$ cat src/rtl/mips_muldiv_if.sv
// mips_muldiv_if: request/result bundle between the execute stage and the multiply/divide unit.
interface mips_muldiv_if #(
  parameter int XLEN = 32
);
  logic            stall;
  logic            start;
  logic [2:0]      op;
  logic [XLEN-1:0] a;
  logic [XLEN-1:0] b;
  logic            busy;
  logic            done;
  logic [XLEN-1:0] hi;
  logic [XLEN-1:0] lo;
  modport master (output stall, start, op, a, b, input busy, done, hi, lo);
  modport slave (input stall, start, op, a, b, output busy, done, hi, lo);
endinterface

$ cat src/rtl/mips_muldiv.sv
// mips_muldiv: iterative MIPS multiply/divide unit with HI/LO registers.
// Define MULDIV_DIV_EN to include DIV/DIVU; otherwise they are ignored like reserved ops.
module mips_muldiv #(
  parameter int XLEN   = 32,
  parameter int UNROLL = 1
) (
  input logic          clk,
  input logic          rst,
  mips_muldiv_if.slave bus
);
`ifdef MULDIV_DIV_EN
  localparam bit DIV_EN = 1'b1;
`else
  localparam bit DIV_EN = 1'b0;
`endif
  localparam int N  = XLEN / UNROLL;
  localparam int CW = $clog2(N + 1);
  typedef enum logic [1:0] {IDLE, ITER, FIX} state_t;
  state_t            state_q, state_d;
  logic [CW-1:0]     cnt_q, cnt_d;
  logic [XLEN-1:0]   rem_q, rem_d, quo_q, quo_d, bm_q, bm_d, hi_q, hi_d, lo_q, lo_d;
  logic              neg_q, neg_d, rneg_q, rneg_d, div_q, div_d, dz_q, dz_d, done_q, done_d;
  logic [XLEN-1:0]   r, q, a_mag, b_mag, quo_fix, rem_fix;
  logic [XLEN:0]     t, d;
  logic [2*XLEN-1:0] prod_fix;
  logic              sgn, a_neg, b_neg, is_mul, is_div, is_mt, acc, ge;
  assign is_mul = bus.op == 3'd0 || bus.op == 3'd1;
  assign is_div = DIV_EN && (bus.op == 3'd2 || bus.op == 3'd3);
  assign is_mt  = bus.op == 3'd4 || bus.op == 3'd5;
  assign acc    = bus.start && !bus.stall && (is_mul || is_div || is_mt);
  assign sgn    = !bus.op[0];
  assign a_neg  = sgn && bus.a[XLEN-1];
  assign b_neg  = sgn && bus.b[XLEN-1];
  assign a_mag  = a_neg ? -bus.a : bus.a;
  assign b_mag  = b_neg ? -bus.b : bus.b;
  // One iteration: restoring-divide step on {rem,quo}, or shift-add multiply step
  always_comb begin
    r  = rem_q;
    q  = quo_q;
    t  = '0;
    d  = '0;
    ge = 1'b0;
    for (int i = 0; i < UNROLL; i++) begin
      if (DIV_EN && div_q) begin
        t  = {r, q[XLEN-1]};
        d  = t - {1'b0, bm_q};
        ge = t >= {1'b0, bm_q};
        r  = ge ? d[XLEN-1:0] : t[XLEN-1:0];
        q  = {q[XLEN-2:0], ge};
      end else begin
        t = {1'b0, r} + (q[0] ? {1'b0, bm_q} : '0);
        r = t[XLEN:1];
        q = {t[0], q[XLEN-1:1]};
      end
    end
  end
  assign prod_fix = neg_q ? -{rem_q, quo_q} : {rem_q, quo_q};
  assign quo_fix  = dz_q ? '1 : neg_q ? -quo_q : quo_q;
  assign rem_fix  = rneg_q ? -rem_q : rem_q;
  always_comb begin
    state_d = state_q;
    cnt_d   = cnt_q;
    rem_d   = rem_q;
    quo_d   = quo_q;
    bm_d    = bm_q;
    neg_d   = neg_q;
    rneg_d  = rneg_q;
    div_d   = div_q;
    dz_d    = dz_q;
    hi_d    = hi_q;
    lo_d    = lo_q;
    done_d  = done_q;
    if (!bus.stall) begin
      done_d = 1'b0;
      if (state_q == ITER) begin
        rem_d   = r;
        quo_d   = q;
        cnt_d   = cnt_q - CW'(1);
        state_d = cnt_q == CW'(1) ? FIX : ITER;
      end else if (state_q == FIX) begin
        hi_d    = div_q ? rem_fix : prod_fix[2*XLEN-1:XLEN];
        lo_d    = div_q ? quo_fix : prod_fix[XLEN-1:0];
        done_d  = 1'b1;
        state_d = IDLE;
      end
      // A new request wins over any commit in the same cycle
      if (acc) begin
        hi_d    = bus.op == 3'd4 ? bus.a : hi_q;
        lo_d    = bus.op == 3'd5 ? bus.a : lo_q;
        done_d  = 1'b0;
        state_d = is_mt ? IDLE : ITER;
        cnt_d   = CW'(N);
        rem_d   = '0;
        quo_d   = is_div ? a_mag : b_mag;
        bm_d    = is_div ? b_mag : a_mag;
        neg_d   = a_neg ^ b_neg;
        rneg_d  = is_div && a_neg;
        div_d   = is_div;
        dz_d    = is_div && bus.b == '0;
      end
    end
  end
  always_ff @(posedge clk or negedge rst) begin
    if (!rst) begin
      state_q <= IDLE;
      cnt_q   <= '0;
      rem_q   <= '0;
      quo_q   <= '0;
      bm_q    <= '0;
      neg_q   <= 1'b0;
      rneg_q  <= 1'b0;
      div_q   <= 1'b0;
      dz_q    <= 1'b0;
      hi_q    <= '0;
      lo_q    <= '0;
      done_q  <= 1'b0;
    end else begin
      state_q <= state_d;
      cnt_q   <= cnt_d;
      rem_q   <= rem_d;
      quo_q   <= quo_d;
      bm_q    <= bm_d;
      neg_q   <= neg_d;
      rneg_q  <= rneg_d;
      div_q   <= div_d;
      dz_q    <= dz_d;
      hi_q    <= hi_d;
      lo_q    <= lo_d;
      done_q  <= done_d;
    end
  end
  assign bus.busy = state_q != IDLE;
  assign bus.done = done_q && !bus.stall;
  assign bus.hi   = hi_q;
  assign bus.lo   = lo_q;
endmodule

$ cat src/flat_wrapper.sv
// flat-port wrapper written by rule: the top's interface ports become plain ports
module mips_muldiv_flat 
#(
  parameter int XLEN   = 32,
  parameter int UNROLL = 1
)
  (clk, rst, bus_stall, bus_start, bus_op, bus_a, bus_b, bus_busy, bus_done, bus_hi, bus_lo);
  mips_muldiv_if #(.XLEN(XLEN)) bus_i ();
  input logic clk;
  input logic rst;
  input wire logic [$bits(bus_i.stall)-1:0] bus_stall;
  input wire logic [$bits(bus_i.start)-1:0] bus_start;
  input wire logic [$bits(bus_i.op)-1:0] bus_op;
  input wire logic [$bits(bus_i.a)-1:0] bus_a;
  input wire logic [$bits(bus_i.b)-1:0] bus_b;
  output wire logic [$bits(bus_i.busy)-1:0] bus_busy;
  output wire logic [$bits(bus_i.done)-1:0] bus_done;
  output wire logic [$bits(bus_i.hi)-1:0] bus_hi;
  output wire logic [$bits(bus_i.lo)-1:0] bus_lo;
  assign bus_i.stall = bus_stall;
  assign bus_i.start = bus_start;
  assign bus_i.op = bus_op;
  assign bus_i.a = bus_a;
  assign bus_i.b = bus_b;
  assign bus_busy = bus_i.busy;
  assign bus_done = bus_i.done;
  assign bus_hi = bus_i.hi;
  assign bus_lo = bus_i.lo;
  mips_muldiv #(.XLEN(XLEN), .UNROLL(UNROLL)) u_core (.clk(clk), .rst(rst), .bus(bus_i));
endmodule
$ cat config.mk
export PLATFORM = sky130hd
export DESIGN_NAME = mips_muldiv_flat
export DESIGN_NICKNAME = d
export VERILOG_FILES = /design/src/rtl/mips_muldiv_if.sv /design/src/rtl/mips_muldiv.sv /design/src/flat_wrapper.sv
export SDC_FILE = /design/constraint.sdc
export NUM_CORES = 1
export LEC_CHECK = 0
export BUFFER_PORTS_ARGS = -buffer_cell sky130_fd_sc_hd__buf_2
export CELL_PAD_IN_SITES_DETAIL_PLACEMENT = 1
export CELL_PAD_IN_SITES_GLOBAL_PLACEMENT = 2
export CORE_ASPECT_RATIO = 0.5
export CORE_MARGIN = 1.5
export CORE_UTILIZATION = 37
export CTS_BUF_LIST = sky130_fd_sc_hd__clkbuf_4 sky130_fd_sc_hd__clkbuf_8
export CTS_CLUSTER_SIZE = 10
export DETAILED_ROUTE_END_ITERATION = 7
export HOLD_SLACK_MARGIN = 0.02
export PLACE_DENSITY_LB_ADDON = 0.05
export SYNTH_ARGS = -nofsm -noshare
export SYNTH_HDL_FRONTEND = slang
export SYNTH_SLANG_ARGS = --single-unit
$ cat constraint.sdc
create_clock -name clk -period 3.3 [get_ports clk]
set_input_delay 0 -clock clk [delete_from_list [all_inputs] [get_ports clk]]
set_output_delay 0 -clock clk [all_outputs]
set_load 0.03 [all_outputs]
==> out/qor.yml, run 1 <==
status: "finished, final reports clean"
rsz0062_at_grt: "no"
hold_violations: 0
root_buffer: "clkbuf_8"
highest_layer: "met5"
power.density_nw_per_um2: 784
n_antenna_cell: 0
top_level_ports: 137
grt_pass1_vias: 12067
wl_met3_um: 2260
fillers: 3691
overflow: 0
layout_commonest_cell: "dfrtp_1"
worstSetupEndpointType: "flip-flop"
clk_path_buf_depth: 2
critical_path_required_ns: 3.70
post-cts-setup-buffer-count: 0
cts_inserted_buffers: 17
grt.total_usage: 0.286
leakagePower_nw: 6.03
antenna_found_initial: 1
avgSynthCellArea_um2: 8.29
setup_viol: 0
avgRoutedWirePerCell_um: 22.4
syn_nets: 1518
ys_seq_elements: 170
fmax_mhz: 319
vias: 11632
path_clk_slew_ns: 0.10
route.met2.wl_um: 20300
synth_edf_count: 0
via_per_inst: 5.70
synth_top_area_frac: 0.365
ys_async_sr_fraction: 1.00
start_util: 0.380
die_area_um2: 32600
clkLatencyLatePin_ns: 0.51
die_w_um: 254
final_max_slew_viol_count: 0
cp-start-kind: "flip-flop"
critPathKind: "reg2reg"
hp-class: "in2async"
slew_headroom: 0.284
yosysSeqAreaShare: 0.365
grt_max_degree: 83
hpwl_um: 34300
cp_max_fo: 8
fin_crit_ns: 3.13
finalNetCount: 1719
yosysTopAreaCell: "dfrtp_1"
worst_clock_skew_ns: 0.0265
dpl_worst_slack_ns: 0.0272
drive_gt1_frac: 0.159
drtAntennaViolNets: 0
synthFlopType: "dfrtp_1"
synthTopCellsByArea: "dfrtp_1, o21ai_0, xor2_1"
fin_tns_setup_ns: 0
die_h_um: 128
drc: 0
first_iter_violations: 803
place.gp.congestion: 0.877
area_growth_pct: 22.6
grt_pass1_wl_um: 70900
yosys_warnings: 0
worstMarginPinSlew_ns: 1.07
drt-total-wl_um: 45700
cts_tree: "yes"
core_um2: 30600
setup_ws_ns: 0.168
syn_area_um2: 11600
portBuffers: 136
wl_met1_um: 22300
critical_path_arrival_ns: 3.53
maxCapViolCount: 0
synthCells: 1405
rows: 45
peakVddDrop_v: 0.000284
htree_levels: 4
cts_sinks: 170
dr.pass1.iters: 5
synth_cell_types: 68
layout_common_cells: "dfrtp_1, o21ai_0, nand2_1, buf_2, nor2_1"
fin_crit_sh: 0.949
-- sequential cells by signal, summed over array words and instances (netlist names) --
name / count
u_core.bm_q: 32
u_core.bus.hi: 32
u_core.bus.lo: 32
u_core.cnt_q: 6
u_core.done_q: 1
u_core.neg_q: 1
u_core.quo_q: 32
u_core.rem_q: 32
u_core.state_q: 2
-- cell families (layout without fill, tap and decap cells) --
logic type,after synthesis,after routing,synth area share
muxes,5,5,0.00430
xor gates and xnor gates,142,142,0.107
adders and majority gates,42,42,0.0458
buffers and inverters,113,327,0.0372
and+or+nand+nor,489,489,0.206
AOI/OAI and AO/OA,444,444,0.235
DFF,170,170,0.365
-- metal layers --
metal	up-vias	global-route usage
met3	52	0.0479
li1	5440	-
met4	2	0.0830
met1	5881	0.409
met2	257	0.444
met5	-	0
-- critical path, cell delays in order, from the launching register on --
cell and delay (ns):
dfrtp_1 0.45, or4_4 0.60, or4_1 0.71, nor2_2 0.31, nand2_2 0.19, o31ai_1 0.39
xor2_1 0.12, a221oi_1 0.25
-- report_power, final --
group,switching [mW],internal [mW],total (mW)
Clock,0.917,0.888,1.80
Sequential,0.898,2.82,3.72
Combinational,3.57,2.10,5.67
Total,5.38,5.81,11.2
-- Yosys cell counts, types with 15 or more instances --
| cell type | count |
|---|---|
| clkbuf_1 | 77 |
| o31ai_1 | 32 |
| nand3_1 | 22 |
| ha_1 | 41 |
| inv_1 | 26 |
| nor2_1 | 130 |
| nor3_1 | 31 |
| nand4_1 | 16 |
| a22oi_1 | 24 |
| or3_1 | 15 |
| dfrtp_1 | 170 |
| xnor2_1 | 57 |
| xor2_1 | 85 |
| a21oi_1 | 104 |
| and2_1 | 33 |
| o21ai_0 | 163 |
| nand2_1 | 156 |
| a31oi_1 | 16 |
-- cell type report --
type	instances	area, um2	share of cell area
clock inverters	13	203	0.0142
flip-flops and latches	170	4260	0.298
inverters	26	97.6	0.00684
repair buffers	269	1910	0.134
well taps	423	529	0.0371
multi-input cells	1122	7020	0.492
clock buffers	19	262	0.0183
-- final timing paths --
path	slack, ns	from	endpoint	depth (start not counted)
max in group asynchronous	2.30	rst	u_core.rem_q[9]	3
worst min-delay path	0.09	rst	u_core.rem_q[31]	2
worst max register to register	0.17	u_core.quo_q[24]	u_core.bus.hi[27]	7
worst min register to register	0.49	u_core.bm_q[21]	u_core.bm_q[21]	2
min in group clk	0.12	bus_start	u_core.state_q[1]	6
worst max-delay path	0.17	u_core.quo_q[24]	u_core.bus.hi[27]	7
-- what timing repair did --
action,4_1_cts,5_1_grt
gates resized for setup,0,5
hold endpoints to repair,194,0
endpoints found under the setup margin,0,14
hold buffers,79,0
-- through the flow --
stage | instance area (um2) | hold slack, ns | util | total power, mW | instances
after floorplan | 11600 | -0.296 | - | 7.09 | 1405
after global placement | 13000 | 0.118 | 0.425 | 9.10 | 1931
after detailed placement | 13000 | 0.122 | 0.425 | 9.26 | 1931
after CTS | 14300 | 0.105 | 0.466 | 11.2 | 2042
after global routing | 14300 | 0.147 | 0.466 | 11.9 | 2042
final | 14300 | 0.0887 | 0.466 | 11.2 | 2042
Note: power is estimated with default switching activity, not from simulation.
==> run 2, diff against run 1 <==
--- a/config.mk
+++ b/config.mk
@@ -10,7 +10,7 @@
 export CELL_PAD_IN_SITES_GLOBAL_PLACEMENT = 2
 export CORE_ASPECT_RATIO = 0.5
 export CORE_MARGIN = 1.5
-export CORE_UTILIZATION = 37
+export CORE_UTILIZATION = 33
 export CTS_BUF_LIST = sky130_fd_sc_hd__clkbuf_4 sky130_fd_sc_hd__clkbuf_8
 export CTS_CLUSTER_SIZE = 10
 export DETAILED_ROUTE_END_ITERATION = 7
==> constraint.sdc (replaced) <==
create_clock -name clk -period 2.7 [get_ports clk]
set_input_delay 0 -clock clk [delete_from_list [all_inputs] [get_ports clk]]
set_output_delay 0 -clock clk [all_outputs]
set_load 0.03 [all_outputs]
==> out/qor.yml, run 2 (synthesis gave the netlist of run 1 again) <==
slowest_stage: "or4_4"
critPathKind: "reg2reg"
hp-class: "in2async"
vias: 12052  # +3.6%
clkLatencyLatePin_ns: 0.51  # about the same
overflow: 0  # unchanged
maxCapViolCount: 0  # unchanged
die_area_um2: 36500  # +12%
cp_common_cell: "or3_4"
die_w_um: 269  # +5.8%
cts_tree: "yes"
drtAntennaViolNets: 0  # unchanged
place.gp.congestion: 0.848  # -3.3%
fmax_mhz: 363  # +14%
rows: 48  # +6.7%
grt_pass1_wl_um: 73600  # +3.7%
peakVddDrop_v: 0.000412  # +45%
dpl_worst_slack_ns: -0.199  # -0.226 ns
rsz0062_at_grt: "yes"
setup_ws_ns: -0.0576  # -0.226 ns
drt-total-wl_um: 48400  # +5.8%
cts_inserted_buffers: 17  # unchanged
grt_pass1_vias: 12235  # +1.4%
path_cells: "or4_4 > or3_4 > or3_4 > o41ai_4 > xnor2_1 > nor2_1 > o31ai_1"
worst_clock_skew_ns: 0.0221  # -0.00434 ns
slew_headroom: 0.424  # +0.140
critical_path_required_ns: 3.11  # -0.59 ns
leakagePower_nw: 6.61  # +9.7%
p_int_mw: 7.92  # +36%
crit_family: "simple AND/OR/NAND/NOR gates"
hpwl_um: 36600  # +6.8%
pwr-share-seq: 0.294  # -0.038
root_buffer: "clkbuf_8"
power_frac_comb: 0.570  # +0.064
antenna_found_initial: 2  # +1
layout_common_cells: "dfrtp_1, buf_4, nand2_1, o21ai_0, buf_2"
start_util: 0.337  # -0.0436
p_clk_frac: 0.136  # -0.025
path_depth: 7  # unchanged
htree_levels: 4  # unchanged
switching_power_mw: 7.21  # +34%
first_iter_violations: 813  # +1.2%
switching_share: 0.477  # -0.00453
fin_crit_sh: 1.02  # +0.0722
holdWs_ns: 0.0665  # -0.0222 ns
top_level_ports: 137  # unchanged
grt_max_degree: 63  # -24%
layout_commonest_cell: "dfrtp_1"
power.density_nw_per_um2: 963  # +23%
drc: 0  # unchanged
cp-start-kind: "flip-flop"
dr.pass1.iters: 7  # +2
finalNetCount: 1820  # +5.9%
cpPeakStageDelay_ns: 0.54  # -0.17 ns
setup_viol: 2  # +2
final_max_slew_viol_count: 0  # unchanged
reg2regPathDepth: 7  # unchanged
grt.total_usage: 0.267  # -0.0189
cp_max_fo: 8  # unchanged
crit_buf_inv: 0  # unchanged
worstMarginPinSlew_ns: 0.862  # -0.212 ns
fin_crit_ns: 2.76  # -0.374 ns
critical_path_arrival_ns: 3.17  # -0.36 ns
path_clk_slew_ns: 0.10  # about the same
status: "finished, violations left"
clk_path_buf_depth: 2  # unchanged
worstSetupEndpointType: "flip-flop"
violations: "setup timing"
via_per_inst: 5.49  # -3.7%
hold_violations: 0  # unchanged
area_growth_pct: 34.9
portBuffers: 136  # unchanged
drive_gt1_frac: 0.260  # +0.101
die_h_um: 136  # +5.8%
core_um2: 34600  # +13%
avgRoutedWirePerCell_um: 22.0  # -1.6%
cts_sinks: 170  # unchanged
-- run 2: cell count changes in the layout (fill, tap and decap cells not counted), sizes merged --
cell / previous run / this run
bufinv: 4 / 3
clkinv: 2 / 5
clkbuf: 19 / 17
diode: 0 / 1
buf: 190 / 296
dlygate4sd3: 79 / 74
-- run 2: stage by stage --
stage	instances	total power, mW	TNS (ns)	cell area [um2]	util
floorplan	1405	8.67	-0.000429	11600	-
global placement	2076	12.0	-0.843	13800	0.398
detailed placement	2076	12.2	-2.10	13800	0.398
CTS	2187	14.5	-0.140	15100	0.437
global route	2196	16.1	-1.39	15700	0.454
finish	2196	15.1	-0.0605	15700	0.454
-- run 2: worst paths after layout --
| kind | startpoint | to | slack (ns) |
|---|---|---|---|
| hold reg to reg | u_core.bus.lo[17] | u_core.bus.lo[17] | 0.48 |
| max in group asynchronous | rst | u_core.bus.hi[6] | 1.80 |
| hold / removal | rst | u_core.bm_q[30] | 0.07 |
| min in group clk | bus_b[0] | u_core.quo_q[0] | 0.14 |
| setup reg to reg | u_core.quo_q[11] | u_core.bus.hi[26] | -0.06 |
| setup / recovery | u_core.quo_q[11] | u_core.bus.hi[26] | -0.06 |
-- run 2: worst register-to-register path: cells and delay by family (launching register included) --
family           cells  cell delay (ns)
AND/OR/NAND/NOR      4             1.52
AO/OA/AOI/OAI        2             0.61
flip-flops           1             0.39
XOR/XNOR             1             0.15
-- run 2: power by group through the flow --
stage               clock network [mW]  logic (mW)  registers [mW]
global placement                     0        7.66            4.37
detailed placement                   0        7.83            4.40
finish                            2.06        8.63            4.44
CTS                               2.09        8.07            4.37
global route                      2.20        9.36            4.54
floorplan                            0        3.77            4.90
-- run 2: per-layer routing --
metal | global-route usage | part of all wire
met5 | 0 | 0
met1 | 0.393 | 0.49
met4 | 0.0565 | 0.014
met2 | 0.418 | 0.45
met3 | 0.0333 | 0.039
-- run 2: area by class of cell --
| class | instances | area [um2] |
|---|---|---|
| Multi-Input combinational cell | 1122 | 7660 |
| Fill cell | 4122 | 18900 |
| Timing Repair Buffer | 370 | 2680 |
| Tap cell | 475 | 594 |
| Inverter | 26 | 97.6 |
| Antenna cell | 1 | 2.50 |
| Clock inverter | 15 | 186 |
| Sequential cell | 170 | 4260 |
| Clock buffer | 17 | 234 |
-- run 2: what timing repair did --
action / CTS / global route
gates resized for setup: 34 / 99
endpoints found under the setup margin: 30 / 51
hold buffers: 75 / 0
endpoints found under the hold margin: 229 / 0
pin swaps: 5 / 34
gates cloned: 0 / 0
buffers inserted: 4 / 11
==> run 3, diff against run 2 <==
--- a/config.mk
+++ b/config.mk
@@ -16,6 +16,7 @@
 export DETAILED_ROUTE_END_ITERATION = 7
 export HOLD_SLACK_MARGIN = 0.02
 export PLACE_DENSITY_LB_ADDON = 0.05
+export SETUP_SLACK_MARGIN = 0.2
 export SYNTH_ARGS = -nofsm -noshare
 export SYNTH_HDL_FRONTEND = slang
 export SYNTH_SLANG_ARGS = --single-unit
==> out/qor.yml, run 3 (synthesis gave the netlist of run 1 again) <==
slew_headroom: 0.388  # -0.0358
top_level_ports: 137  # unchanged
via_per_inst: 5.45  # -0.69%
path_clk_slew_ns: 0.10  # about the same
final_max_slew_viol_count: 0  # unchanged
hp-class: "in2reg"
clk_path_buf_depth: 2  # unchanged
worst_clock_skew_ns: 0.0192  # -0.00293 ns
place.gp.congestion: 0.852  # +0.52%
drtAntennaViolNets: 0  # unchanged
fmax_mhz: 364  # +0.37%
finalNetCount: 1891  # +3.9%
portBuffers: 136  # unchanged
start_util: 0.337  # unchanged
peakVddDrop_v: 0.000411  # -0.11%
hpwl_um: 37300  # +1.8%
fin_tns_setup_ns: -0.115  # -0.0542 ns
final_cells: 2267  # +3.2%
critical_path_arrival_ns: 3.13  # -0.04 ns
rsz0062_at_grt: "yes"
drt-total-wl_um: 51100  # +5.5%
dr.pass1.iters: 5  # -2
die_w_um: 269  # unchanged
met1_usage: 0.402  # +0.00935
power.density_nw_per_um2: 960  # -0.34%
use_met2: 0.433  # +0.0149
rows: 48  # unchanged
die_h_um: 136  # unchanged
critical_path_required_ns: 3.08  # -0.03 ns
layout_commonest_cell: "buf_4"
grt_pass1_vias: 12612  # +3.1%
violations: "setup timing"
cp-start-kind: "flip-flop"
setup_ws_ns: -0.0476  # +0.0101 ns
leakagePower_nw: 7.11  # +7.5%
hold_violations: 0  # unchanged
fin_crit_ns: 2.75  # -0.0101 ns
drc: 0  # unchanged
fin_area_um2: 17100  # +9.0%
dpl_worst_slack_ns: -0.240  # -0.0413 ns
core_um2: 34600  # unchanged
setup_viol: 4  # +2
die_area_um2: 36500  # unchanged
layout_common_cells: "buf_4, dfrtp_1, nand2_1, buf_2, nor2_1"
cp_max_fo: 5  # -3
area_growth_pct: 47.1
vias: 12356  # +2.5%
first_iter_violations: 818  # +0.62%
antenna_found_initial: 2  # unchanged
htree_levels: 4  # unchanged
grt_max_degree: 66  # +4.8%
avgRoutedWirePerCell_um: 22.5  # +2.2%
place_inst: 2102  # +1.3%
power_mw: 16.4  # +8.7%
cts_inserted_buffers: 17  # unchanged
maxCapViolCount: 0  # unchanged
cts_sinks: 170  # unchanged
dpl_cell_area_um2: 14100  # +2.3%
overflow: 0  # unchanged
use_met3: 0.0487  # +0.0154
grt.total_usage: 0.280  # +0.0124
root_buffer: "clkbuf_8"
fin_crit_sh: 1.02  # -0.00372
cts_tree: "yes"
worstSetupEndpointType: "flip-flop"
status: "finished, violations left"
busiest_layer: "met2"
drive_gt1_frac: 0.336  # +0.0757
critPathKind: "reg2reg"
worstMarginPinSlew_ns: 0.916  # +0.0535 ns
grt_pass1_wl_um: 76500  # +3.9%
clkLatencyLatePin_ns: 0.52  # about the same
## run 3: cell types whose count changed in the layout (fill, tap and decap cells not counted), sizes merged
cell	before	now
clkinv	5	4
bufinv	3	1
dlygate4sd3	74	83
buf	296	358
clkbuf	17	20
## run 3: final timing paths
path	start	end	slack (ns)	cells past startpoint
setup / recovery	u_core.quo_q[0]	u_core.rem_q[29]	-0.05	12
hold / removal	bus_b[3]	u_core.quo_q[4]	0.07	4
setup reg to reg	u_core.quo_q[0]	u_core.rem_q[29]	-0.05	12
hold reg to reg	u_core.bm_q[12]	u_core.bm_q[12]	0.48	2
max in group asynchronous	rst	u_core.rem_q[0]	1.67	3
min in group asynchronous	rst	u_core.rem_q[24]	0.08	2
## run 3: area by class of cell
cell class              instances  area [um2]
inverters                      26         100
clock inverters                12         129
multi-input cells            1122        8410
diodes                          1        2.50
clock buffers                  20         275
fillers                      4055       17500
well taps                     475         594
repair buffers                441        3360
flip-flops and latches        170        4260
## run 3: timing repair
item / 4_1_cts / 5_1_grt
resized for setup: 138 / 145
endpoints found under the hold margin: 180 / 0
buffers inserted: 16 / 33
endpoints found under the setup margin: 64 / 74
hold buffers: 85 / 0
pin swaps: 62 / 65
## run 3: critical path, stage by stage (launching register included)
cell	delay, ns
dfrtp_2	0.44
buf_6	0.13
and2_4	0.13
ha_4	0.16
fa_2	0.38
a21oi_2	0.18
o211ai_1	0.16
a21oi_2	0.21
buf_4	0.16
o21ai_4	0.09
a211oi_2	0.29
xor2_1	0.21
o21ai_1	0.08
## run 3: metal layers
layer	part of all wire	wire length [um]
met3	0.044	2230
met2	0.45	23000
met4	0.016	831
met5	0	0
met1	0.49	24900
## run 3: power breakdown
part | switching, mW | internal, mW | total [mW] | leakage (nW)
Combinational | 5.85 | 4.23 | 10.1 | 4.79
Clock | 1.14 | 0.833 | 1.98 | 0.206
Sequential | 0.931 | 3.45 | 4.38 | 2.12
Total | 7.93 | 8.51 | 16.4 | 7.11
## run 3: metrics by stage
stage               hold WS, ns  utilization
global route             0.0652        0.495
finish                   0.0687        0.495
detailed placement       0.0765        0.407
floorplan                -0.296            -
global placement         0.0637        0.407
CTS                      0.0281        0.468
